===== src/rtl/lsu_pkg.sv =====
// Load/store unit shared definitions.
// funct3 encodings, FSM states and wait-counter width.
package lsu_pkg;

    localparam logic [2:0] LSU_B  = 3'b000;
    localparam logic [2:0] LSU_H  = 3'b001;
    localparam logic [2:0] LSU_W  = 3'b010;
    localparam logic [2:0] LSU_BU = 3'b100;
    localparam logic [2:0] LSU_HU = 3'b101;

    localparam int LSU_CNT_W = 8;

    typedef enum logic [1:0] {
        S_IDLE,
        S_ACCESS,
        S_DONE
    } lsu_state_t;

endpackage


===== src/rtl/lsu_align.sv =====
// Combinational lane logic for the load/store unit.
// Store side: fault decode, strobes, replicated data. Load side: extract and extend.
module lsu_align
    import lsu_pkg::*;
(
    input  logic [2:0]  st_funct3,
    input  logic        st_we,
    input  logic [1:0]  st_off,
    input  logic [31:0] st_data,
    output logic        misaligned,
    output logic        illegal,
    output logic [3:0]  wstrb,
    output logic [31:0] wdata,
    input  logic [2:0]  ld_funct3,
    input  logic [1:0]  ld_off,
    input  logic [31:0] ld_word,
    output logic [31:0] ld_data
);

    logic [31:0] shifted;

    assign shifted = ld_word >> {ld_off, 3'b000};

    // Decode the request: legality, alignment, strobes and lane data.
    always_comb begin
        misaligned = 1'b0;
        illegal    = 1'b0;
        wstrb      = 4'b0000;
        wdata      = st_data;
        case (st_funct3)
            LSU_B: begin
                wdata = {4{st_data[7:0]}};
                wstrb = 4'b0001 << st_off;
            end
            LSU_H: begin
                misaligned = st_off[0];
                wdata      = {2{st_data[15:0]}};
                wstrb      = st_off[1] ? 4'b1100 : 4'b0011;
            end
            LSU_W: begin
                misaligned = (st_off != 2'b00);
                wstrb      = 4'b1111;
            end
            LSU_BU: begin
                illegal = st_we;
            end
            LSU_HU: begin
                illegal    = st_we;
                misaligned = st_off[0];
            end
            default: begin
                illegal = 1'b1;
            end
        endcase
        if (!st_we) begin
            wstrb = 4'b0000;
        end
    end

    // Pick the addressed lane(s) of the read word and extend.
    always_comb begin
        ld_data = ld_word;
        case (ld_funct3)
            LSU_B:   ld_data = {{24{shifted[7]}}, shifted[7:0]};
            LSU_H:   ld_data = {{16{shifted[15]}}, shifted[15:0]};
            LSU_BU:  ld_data = {24'h0, shifted[7:0]};
            LSU_HU:  ld_data = {16'h0, shifted[15:0]};
            default: ld_data = ld_word;
        endcase
    end

endmodule


===== src/rtl/load_store_unit.sv =====
// Data-memory access stage: request FSM, wait counter, registered memory port.
// Lane handling lives in lsu_align.
module load_store_unit
    import lsu_pkg::*;
#(
    parameter int WIDTH      = 32,
    parameter int D_ADD_SIZE = 32,
    parameter int TIMEOUT    = 255
)
(
    input  logic                  i_clk,
    input  logic                  i_rst,
    input  logic                  i_req,
    input  logic                  i_we,
    input  logic [2:0]            i_funct3,
    input  logic [D_ADD_SIZE-1:0] i_addr,
    input  logic [WIDTH-1:0]      i_wdata,
    output logic                  o_stall,
    output logic                  o_done,
    output logic [WIDTH-1:0]      o_rdata,
    output logic                  o_fault,
    output logic                  o_mem_req,
    output logic                  o_mem_we,
    output logic [D_ADD_SIZE-1:0] o_mem_addr,
    output logic [3:0]            o_mem_wstrb,
    output logic [WIDTH-1:0]      o_mem_wdata,
    input  logic                  i_mem_ack,
    input  logic [WIDTH-1:0]      i_mem_rdata
);

    localparam logic [LSU_CNT_W-1:0] TMO = LSU_CNT_W'(TIMEOUT);

    lsu_state_t           state_q;
    lsu_state_t           state_d;
    logic [LSU_CNT_W-1:0] cnt_q;
    logic                 fault_q;
    logic [1:0]           off_q;
    logic [2:0]           f3_q;
    logic                 misaligned;
    logic                 illegal;
    logic                 bad;
    logic                 timeout;
    logic [3:0]           wstrb;
    logic [WIDTH-1:0]     wdata;
    logic [WIDTH-1:0]     ld_data;

    lsu_align u_align (
        .st_funct3  (i_funct3),
        .st_we      (i_we),
        .st_off     (i_addr[1:0]),
        .st_data    (i_wdata),
        .misaligned (misaligned),
        .illegal    (illegal),
        .wstrb      (wstrb),
        .wdata      (wdata),
        .ld_funct3  (f3_q),
        .ld_off     (off_q),
        .ld_word    (i_mem_rdata),
        .ld_data    (ld_data)
    );

    assign bad     = misaligned | illegal;
    assign timeout = (cnt_q == TMO);
    assign o_done  = (state_q == S_DONE);
    assign o_fault = o_done & fault_q;
    assign o_stall = ~i_rst & (((state_q == S_IDLE) & i_req)
                               | (state_q == S_ACCESS));

    // State register.
    always_ff @(posedge i_clk or posedge i_rst) begin
        if (i_rst) begin
            state_q <= S_IDLE;
        end else begin
            state_q <= state_d;
        end
    end

    // Next-state: faults skip the memory, ack or timeout ends ACCESS.
    always_comb begin
        state_d = state_q;
        case (state_q)
            S_IDLE: begin
                if (i_req) begin
                    state_d = bad ? S_DONE : S_ACCESS;
                end
            end
            S_ACCESS: begin
                if (i_mem_ack || timeout) begin
                    state_d = S_DONE;
                end
            end
            S_DONE:  state_d = S_IDLE;
            default: state_d = S_IDLE;
        endcase
    end

    // Request capture, memory port, wait counter and load result.
    always_ff @(posedge i_clk or posedge i_rst) begin
        if (i_rst) begin
            cnt_q       <= '0;
            fault_q     <= 1'b0;
            off_q       <= 2'b00;
            f3_q        <= 3'b000;
            o_rdata     <= '0;
            o_mem_req   <= 1'b0;
            o_mem_we    <= 1'b0;
            o_mem_addr  <= '0;
            o_mem_wstrb <= 4'b0000;
            o_mem_wdata <= '0;
        end else begin
            case (state_q)
                S_IDLE: begin
                    cnt_q <= '0;
                    if (i_req) begin
                        fault_q <= bad;
                        if (!bad) begin
                            off_q       <= i_addr[1:0];
                            f3_q        <= i_funct3;
                            o_mem_req   <= 1'b1;
                            o_mem_we    <= i_we;
                            o_mem_addr  <= {i_addr[D_ADD_SIZE-1:2], 2'b00};
                            o_mem_wstrb <= wstrb;
                            o_mem_wdata <= wdata;
                        end
                    end
                end
                S_ACCESS: begin
                    if (i_mem_ack) begin
                        o_mem_req <= 1'b0;
                        if (!o_mem_we) begin
                            o_rdata <= ld_data;
                        end
                    end else if (timeout) begin
                        o_mem_req <= 1'b0;
                        fault_q   <= 1'b1;
                    end else begin
                        cnt_q <= cnt_q + 1'b1;
                    end
                end
                default: begin
                end
            endcase
        end
    end

endmodule


===== config.mk =====
export PLATFORM = sky130hd
export DESIGN_NAME = load_store_unit
export DESIGN_NICKNAME = d
export VERILOG_FILES = /design/src/rtl/lsu_pkg.sv /design/src/rtl/lsu_align.sv /design/src/rtl/load_store_unit.sv
export SDC_FILE = /design/constraint.sdc
export NUM_CORES = 1
export LEC_CHECK = 0
export CAP_MARGIN = 30
export CORE_UTILIZATION = 35
export CTS_CLUSTER_DIAMETER = 60
export CTS_CLUSTER_SIZE = 10
export DETAILED_ROUTE_END_ITERATION = 8
export PLACE_DENSITY_LB_ADDON = 0.08
export SLEW_MARGIN = 20
export SYNTH_ARGS = -nofsm -noshare
export SYNTH_HDL_FRONTEND = slang
export SYNTH_SLANG_ARGS = --single-unit

===== constraint.sdc =====
create_clock -name i_clk -period 3.7 [get_ports i_clk]
set_clock_uncertainty 0.1 [all_clocks]
set_input_delay 0.555 -clock i_clk [delete_from_list [all_inputs] [get_ports i_clk]]
set_output_delay 0.555 -clock i_clk [all_outputs]
set_load 0.03 [all_outputs]

Word level (Yosys, flattened, before mapping)
Index checks and enable logic that the tools add are counted.
{"block": "op_classes", "div": 0, "multipliers": 0, "reduce_logical": 15, "bitwise_logic": 8, "n_mux": 23, "n_shift": 2, "n_eq_ne": 17, "n_lt_le_gt_ge": 0, "add_sub_neg": 1}
{"op": "32-bit case mux with 4 select lines", "count": 1}
{"op": "32-bit case mux with 2 select lines", "count": 1}
{"op": "32-bit by 5-bit right shift with 16-bit output", "count": 1}
{"op": "8-bit two-way mux", "count": 2}
{"op": "8-bit case mux with 2 select lines", "count": 1}
{"op": "3-bit == test (second input constant)", "count": 4}
{"op": "4-bit case mux with 3 select lines", "count": 1}
{"op": "2-bit inequality test (second input constant)", "count": 5}
{"op": "3-bit AND reduction", "count": 3}
{"op": "8-bit by 1-bit adder with 8-bit output (second input constant)", "count": 1}
{"op": "8-bit == test (second input constant)", "count": 1}
{"op": "4-bit two-way mux", "count": 2}
{"op": "1-bit case mux with 2 select lines", "count": 4}
{"op": "4-bit AND reduction", "count": 2}
{"op": "1-bit two-way mux", "count": 7}
{"op": "3-bit by 1-bit == test with 1-bit output (second input constant)", "count": 2}
{"op": "3-bit zero test", "count": 2}
{"op": "2-bit two-way mux", "count": 3}
{"op": "2-bit case mux with 2 select lines", "count": 1}
{"op": "2-bit nonzero test", "count": 2}
{"op": "2-bit OR reduction", "count": 2}
{"op": "1-bit by 2-bit << shifter with 4-bit output (first input constant)", "count": 1}
{"op": "1-bit bitwise AND", "count": 3}
{"op": "3-bit by 2-bit == test with 1-bit output (second input constant)", "count": 1}
{"op": "10 further kinds", "count": 13}
{"block": "totals", "elab_cells": 77, "inputBits": 104, "latch_bits": 0, "reg_bits": 116, "romBits": 0, "out_inout_bits": 105, "n_memories": 0, "ram_bits": 0}

Depth between registers and ports, before layout
Gate-level depths: netlist of run 1.
{"block": "depth", "ltp_word": 7, "ltp_mapped": 7, "ltp_nobuf": 5}

Modules after synthesis
A second synthesis of run 1 with hierarchy kept.
{"block": "unflattened", "cells_unflattened": 484, "area_unflattened_um2": 5704.2}
{"mod": "load_store_unit", "instances": 1, "cells_each": 297, "area_each_um2": 4536.9, "seq_area_each_um2": 2902.8}
{"mod": "lsu_align", "instances": 1, "cells_each": 187, "area_each_um2": 1167.4, "seq_area_each_um2": 0.0}

Worst setup path after synthesis of run 1
Ideal clock, no wire load.
{"block": "synth_timing", "path_type": "reg-to-output", "from": "reg state_q[0]", "to": "out o_stall", "t_required_ns": 3.045, "path_stages_with_launch": 4, "arrival_ns": 1.359, "path_buffers": 1, "path_slack_ns": 1.686, "path_cell_list": "dfrtp_1 clkbuf_1 nor2_1 nor3_1"}
{"block": "synth_via", "elab_chain_len": 4, "word_cells_on_any_way": 5, "classes_between": "eq/ne: 1; bitwise: 3; reduce/logical: 1"}
{"item": "from (decl)", "line": "load_store_unit.sv:33", "text": "lsu_state_t state_q;"}
{"item": "from (signal assigned)", "line": "load_store_unit.sv:74", "text": "state_q <= state_d;"}
{"item": "2-bit zero test", "line": "load_store_unit.sv:66", "text": "assign o_stall = ~i_rst & (((state_q == S_IDLE) & i_req)"}
{"item": "1-bit bitwise AND", "line": "load_store_unit.sv:66"}
{"item": "1-bit OR (*)", "line": "load_store_unit.sv:67", "text": "| (state_q == S_ACCESS));"}
{"item": "1-bit bitwise AND (*)", "line": "load_store_unit.sv:66"}
{"item": "to (decl)", "line": "load_store_unit.sv:18", "text": "output logic o_stall,"}
Every way passes the cells marked *; elsewhere a longest branch is shown, timed or not.

Worst setup path after layout of run 1
{"block": "layout_timing", "from": "reg state_q[1]", "to": "out o_fault"}
{"block": "layout_via", "elab_chain_len": 2}
{"item": "2-bit == test", "line": "load_store_unit.sv:64", "text": "assign o_done = (state_q == S_DONE);"}
{"item": "1-bit bitwise AND", "line": "load_store_unit.sv:65", "text": "assign o_fault = o_done & fault_q;"}
{"item": "to (decl)", "line": "load_store_unit.sv:21", "text": "output logic o_fault,"}
Every way passes these cells.

==> impl_results.md, run 1 <==
* Status: finished clean
* R2R Path End: o_rdata[17]
* Fmax at around 0.37 GHz
* Fin crit period at between 2 and 3 ns
* Port Buffer Count at 206
* CTS tree: done
* Num rows at 45
* Hold Path Class: flip-flop to flip-flop
* GRT Util Overall at 0.2001
* Number of global-route vias before repair at around 4,700
* Die H at approximately 130 um
* Worst Reg-to-Reg Cells at 3
* Final hold viol count at 0
* Flops & latches, synth at 116
* DR WL/cell at about 16 um
* Antenna Violating Nets Remaining at 0
* Top FF cell, synth: dfrtp_1
* Slew HR at 0.4892
* Detailed Place HPWL at 11,060 um
* CTS buffer count at 17
* Post-Synthesis Cells at slightly above 500
* Total setup buffers inserted after CTS at 0
* IO Pins at around 210
* Final Power at 6.459 mW
* Fin nets at slightly above 800
* DRC violations left at 0
* 1st-iter DRT viols at 233
* Global-route wire length before repair at 25,040 um
* Synth Cell Area at 0.005595 sq mm
* Routed vias/inst at approximately 5
* Max-Cap Viols at 0
* CTS Hold Bufs at 0
* Launch point of the worst path: state_q[1]
* CP max stage cell: clkdlybuf4s50_1
* Pre-CTS setup slack at 1.017 ns
* Largest net degree at the start of global routing at a little under 80
* Mapped Avg Cell Area at 10.80 sq um
* Post-synthesis cell type with the largest combined area: dfrtp_1
* Setup Viol. Count Final at 0
* Largest fanout on the critical path at 16
* Clk buf depth at 2
* Total gr overflow at 0
* Clock sinks at 116
* Most numerous cell in the Yosys netlist: dfrtp_1
* Power Density at 770.4 mW/mm^2
* Layout area overhead at 49.82%
* Final period util at 0.7373
* Ys Warns at 0
* Gpl congestion at 0.7970
* Post-synthesis sequential area ratio at 0.5188
* Leak Pwr at around 3.6 nW
* Yosys cell types at 53
* Peak VDD IR at ~0.37 mV
* Core area at around 0.015 sq mm
* Worst setup margin at around 0.97 ns
* Worst-Margin Slew at 0.7661 ns
* Commonest cells in the netlist: dfrtp_1 (116), nand2_1 (73), mux2i_1 (41)
* Async set-or-reset flop fraction in the synthesized netlist at 1.000
* Initial antenna violation count at 0
* Worst stage delay on the critical path at 0.66 ns
* Hold path depth at 2
* Crit start category: flip-flop
* RSZ-0062 raised after global routing: no
* Sequential standard cell area at 0.002903 sq mm
* Critical path type: flip-flop to output port
* Vias post-DR at 4,632
* Worst Hold Endpoint: o_rdata[7]
* H-Tree Depth at 4
* FF-to-FF setup slack at approximately 1.2 ns
* Root Driver: clkbuf_16
* R2r startpoint: off_q[1]
* Worst Path Required at 3.04 ns
* Worst-path cell chain: nor2b_1 -> and2_1 -> clkdlybuf4s50_1
* 1st-pass router iterations at 4
* Die Wd at 128.4 um
* Starting Density at 0.3627
* CP arrival at slightly above 2 ns
* Fill count at 1,385
* Post-cts resize count at 0
* Synth area leaders: dfrtp_1 (52%), mux2i_1 (7.3%), mux2_4 (5.1%), nand2_1 (4.9%), mux2_1 (4.8%)
* Clock transition at path regs at 0.05 ns
* Max-slew violations at 0
* Post-Route WL at about 15,000 um
* Post-synth EDFFs at 0
* Synth top area share at 0.5188
* Endpoint class of the critical path: output port
* Min-delay src: o_rdata[7]
* Clock Latency Late Sink at 0.42 ns
* Antenna diodes at 0
* Setup TNS Final at 0 ns
* Area of the multi-input gates at 0.002492 sq mm
* Share of cells above drive strength 1 at 0.09753
* Die area at 0.01650 sq mm
registers in the layout, indices dropped and copies added, names as in the netlist:
name and flops:
cnt_q 8, o_mem_addr 30, state_q 2, o_mem_wdata 32
f3_q 3, o_rdata 32, fault_q 1, o_mem_req 1
off_q 2, o_mem_wstrb 4, o_mem_we 1
cells by family after synthesis:
kind of cell / synth area share
adder cells (fa/ha/maj): 0.002236
buffers and inverters: 0.03846
flip-flops: 0.5188
multiplexers: 0.1767
AO/OA/AOI/OAI: 0.1259
other: 0.0006702
AND/OR/NAND/NOR: 0.1373
cell usage in the layout (no fill, tap or decap), drive strengths merged, types with 2 or more instances in the layout:
cell type / instances
o2bb2ai: 7
or3: 2
o22ai: 7
inv: 4
o211ai: 9
conb: 2
nand2: 73
o21ai: 47
nand3b: 3
nor2b: 3
nor2: 19
buf: 11
o31ai: 4
o311ai: 3
or2: 2
mux2i: 41
clkbuf: 26
nor3: 5
clkdlybuf4s50: 206
dfrtp: 116
clkinv: 5
and4: 2
nand3: 36
a21oi: 15
a2bb2oi: 7
mux2: 43
nand2b: 10
layout make-up:
| cell class | instances | area share |
|---|---|---|
| inverter | 5 | 0.002687 |
| clock buffer | 26 | 0.05955 |
| tap | 211 | 0.03149 |
| sequential | 116 | 0.3463 |
| multi-input combinational | 359 | 0.2973 |
| timing repair buffer | 217 | 0.2597 |
| clock inverter | 5 | 0.002985 |
worst max path at each step:
stage | end | slack, ns
CTS | o_fault | 0.94
floorplan | cnt_q[0] | 1.63
global route | o_fault | 0.84
detailed placement | o_rdata[17] | 1.02
global placement | o_rdata[31] | 1.07
finish | o_fault | 0.97
stage by stage:
stage	hold WS [ns]	utilization	area [sq um]	instances
6_report	0.3786	0.5434	8383	939
5_1_grt	0.4003	0.5434	8383	939
4_1_cts	0.3855	0.5424	8368	938
3_5_place_dp	0.3739	0.5084	7844	907
3_3_place_gp	0.3633	0.5084	7844	907
2_1_floorplan	0.3576	-	5603	519
power by group:
group / switching (mW) / internal [mW]
clock: 0.544 / 0.914
combinational: 1.62 / 1.30
sequential: 0.335 / 1.74
total: 2.50 / 3.96
layer usage:
metal	vias to the layer above	share of wire	track usage
li1	2244	-	-
met1	2215	0.44	0.2481
met2	153	0.47	0.3091
met3	20	0.082	0.08025
met4	0	0.016	0.08443
met5	-	0	0
critical path, delay by kind of cell, from the launching register on:
kind / cells / cell delay [ns]
buf+inv: 1 / 0.66
flops: 1 / 0.65
simple gates: 2 / 0.35
Power figures use the tool's default switching activity.
==> run 2, diff against run 1 <==
- clock period: 3.7 -> 2.2 ns (I/O delays scaled with it)
==> run 2 against run 1 <==
Core utilization increased by 2.6 points; clock power grew 120%; setup slack got worse by 0.83 ns; die area is the same.
==> impl_results.md, run 2 (synthesis results as in run 1) <==
* Status: finished clean
* Antenna diodes at 0 (unchanged)
* Worst Path Required at 1.77 ns (-1.27 ns)
* IO Pins at 209 (unchanged)
* Crit start category: flip-flop
* Die area at 0.01650 sq mm (unchanged)
* Clock Latency Late Sink at 0.42 ns (about the same)
* Internal power at 7.365 mW (+86%)
* Leak Pwr at 3.833 nW (+6.0%)
* Endpoint class of the critical path: output port
* GRT Util Overall at 0.2010 (+0.0009741)
* Setup Viol. Count Final at 0 (unchanged)
* Setup TNS Final at 0 ns (unchanged)
* Layout area overhead at 56.95%
* Peak VDD IR at 0.6512 mV (+78%)
* Num rows at 45 (unchanged)
* Antenna Violating Nets Remaining at 0 (unchanged)
* Fill count at 1,339 (-3.3%)
* CP arrival at 1.63 ns (-0.44 ns)
* Detailed Place HPWL at 11,570 um (+4.6%)
* Max-slew violations at 0 (unchanged)
* Final hold viol count at 0 (unchanged)
* DR WL/cell at 16.18 um (-1.6%)
* Post-Route WL at 15,600 um (+0.97%)
* Final Cell Area at 0.008782 sq mm (+4.8%)
* Max-Cap Viols at 0 (unchanged)
* Critical path type: flip-flop to output port
* Slew HR at 0.6076 (+0.1183)
* RSZ-0062 raised after global routing: no
* CTS tree: done
* Sw Ratio at 0.3695 (-0.01776)
* Combinational share of power at 0.434 (-0.019)
* Routed vias/inst at 4.987 (+1.1%)
* Share of cells above drive strength 1 at 0.1355 (+0.03793)
* Die H at 128.4 um (unchanged)
* Clk buf depth at 2 (unchanged)
* Placed inst area at 0.008104 sq mm (+3.3%)
* Vias post-DR at 4,807 (+3.8%)
* Clock transition at path regs at 0.05 ns (about the same)
* Total gr overflow at 0 (unchanged)
* Fin nets at 845 (+2.9%)
* Area of the multi-input gates at 0.002492 sq mm (unchanged)
* Final period util at 0.9360
* Most common cell after layout, fill and taps aside: clkdlybuf4s50_1
* CTS Hold Bufs at 0 (unchanged)
* 1st-iter DRT viols at 228 (-2.1%)
* Die Wd at 128.4 um (unchanged)
* DRC violations left at 0 (unchanged)
* Clock sinks at 116 (unchanged)
* Initial antenna violation count at 0 (unchanged)
* Power Density at 1330 mW/mm^2 (+73%)
* Clock share of power at 0.273 (+0.047)
* Largest net degree at the start of global routing at 60 (-22%)
* 1st-pass router iterations at 6 (+2)
* Starting Density at 0.3627 (unchanged)
* Number of global-route vias before repair at 4,823 (+1.6%)
* Largest registers: o_mem_wdata x32, o_rdata x32, o_mem_addr x30
* FF-to-FF setup slack at 0.32 ns (-0.85 ns)
* H-Tree Depth at 4 (unchanged)
* Sequential standard cell area at 0.002903 sq mm (unchanged)
* Core area at 0.01543 sq mm (unchanged)
* Gpl congestion at 0.8024 (+0.68%)
* Global-route wire length before repair at 25,370 um (+1.3%)
* Root Driver: clkbuf_16
* Hold Path Class: input pin to asynchronous set/reset pin
* Switching pwr at 4.316 mW (+73%)
* Fin crit period at 2.059 ns
* Fmax at around 0.49 GHz
* CTS buffer count at 17 (unchanged)
* Fraction of power consumed by sequential logic at 0.293 (-0.028)
* Largest fanout on the critical path at 8 (-8)
* Final Power at 11.68 mW (+81%)
* Port Buffer Count at 206 (unchanged)
* Worst-Margin Slew at 0.5874 ns (-0.1787 ns)
* Most frequent cells in the layout: clkdlybuf4s50_1 (203), dfrtp_1 (116), nand2_1 (73)
-- run 2: path summary, 6_finish.rpt --
kind	start	end	cells past startpoint
setup / recovery	state_q[1]	o_fault	3
hold / removal	i_rst	state_q[1]	2
setup reg to reg	state_q[1]	o_mem_wdata[2]	4
hold reg to reg	o_rdata[6]	o_rdata[6]	2
max in group asynchronous	i_rst	o_mem_wdata[21]	3
min in group i_clk	o_rdata[6]	o_rdata[6]	2
-- run 2: cell type report --
class	instances	share of cell area
flip-flops and latches	116	0.3305
multi-input cells	359	0.2838
repair buffers	241	0.2755
clock buffers	19	0.05157
well taps	211	0.03006
clock inverters	13	0.02593
inverters	5	0.002564
-- run 2: per-layer routing --
layer / global-route usage / wire (um) / vias up
met5: 0 / 0 / -
met4: 0.08720 / 382 / 0
met3: 0.06320 / 1233 / 28
met2: 0.3116 / 7200 / 187
met1: 0.2588 / 6783 / 2289
li1: - / - / 2303
-- run 2: power by group through the flow --
| stage | combinational (mW) | clock [mW] | sequential, mW |
|---|---|---|---|
| 2_1_floorplan | 1.45 | 0 | 4.85 |
| 3_3_place_gp | 5.06 | 0 | 3.43 |
| 3_5_place_dp | 5.11 | 0 | 3.45 |
| 4_1_cts | 5.11 | 3.24 | 3.44 |
| 5_1_grt | 5.38 | 3.33 | 3.55 |
| 6_report | 5.07 | 3.19 | 3.43 |
-- run 2: timing repair --
| action | 4_1_cts | 5_1_grt |
|---|---|---|
| setup endpoints to repair | 2 | 0 |
| setup buffers | 0 | 0 |
| gates resized for setup | 2 | 0 |
-- run 2: metrics by stage --
stage / instances / utilization / worst slack (ns) / hold WS (ns)
6_report: 964 / 0.5693 / 0.1408 / 0.2598
3_5_place_dp: 932 / 0.5253 / -0.005990 / 0.3763
5_1_grt: 964 / 0.5693 / 0.02141 / 0.3081
4_1_cts: 964 / 0.5693 / 0.1204 / 0.2609
3_3_place_gp: 932 / 0.5253 / 0.06614 / 0.3619
2_1_floorplan: 519 / - / 0.3566 / 0.3576
-- run 2: critical path, cell delays in order, from the launching register on --
cell	delay, ns
dfrtp_1	0.46
nor2b_1	0.22
and2_1	0.14
dlygate4sd2_1	0.39
==> run 3, diff against run 2 <==
- TNS_END_PERCENT: default -> 30
==> results of run 3 <==
Final layout, timing and power as in run 2 (identical DEF).
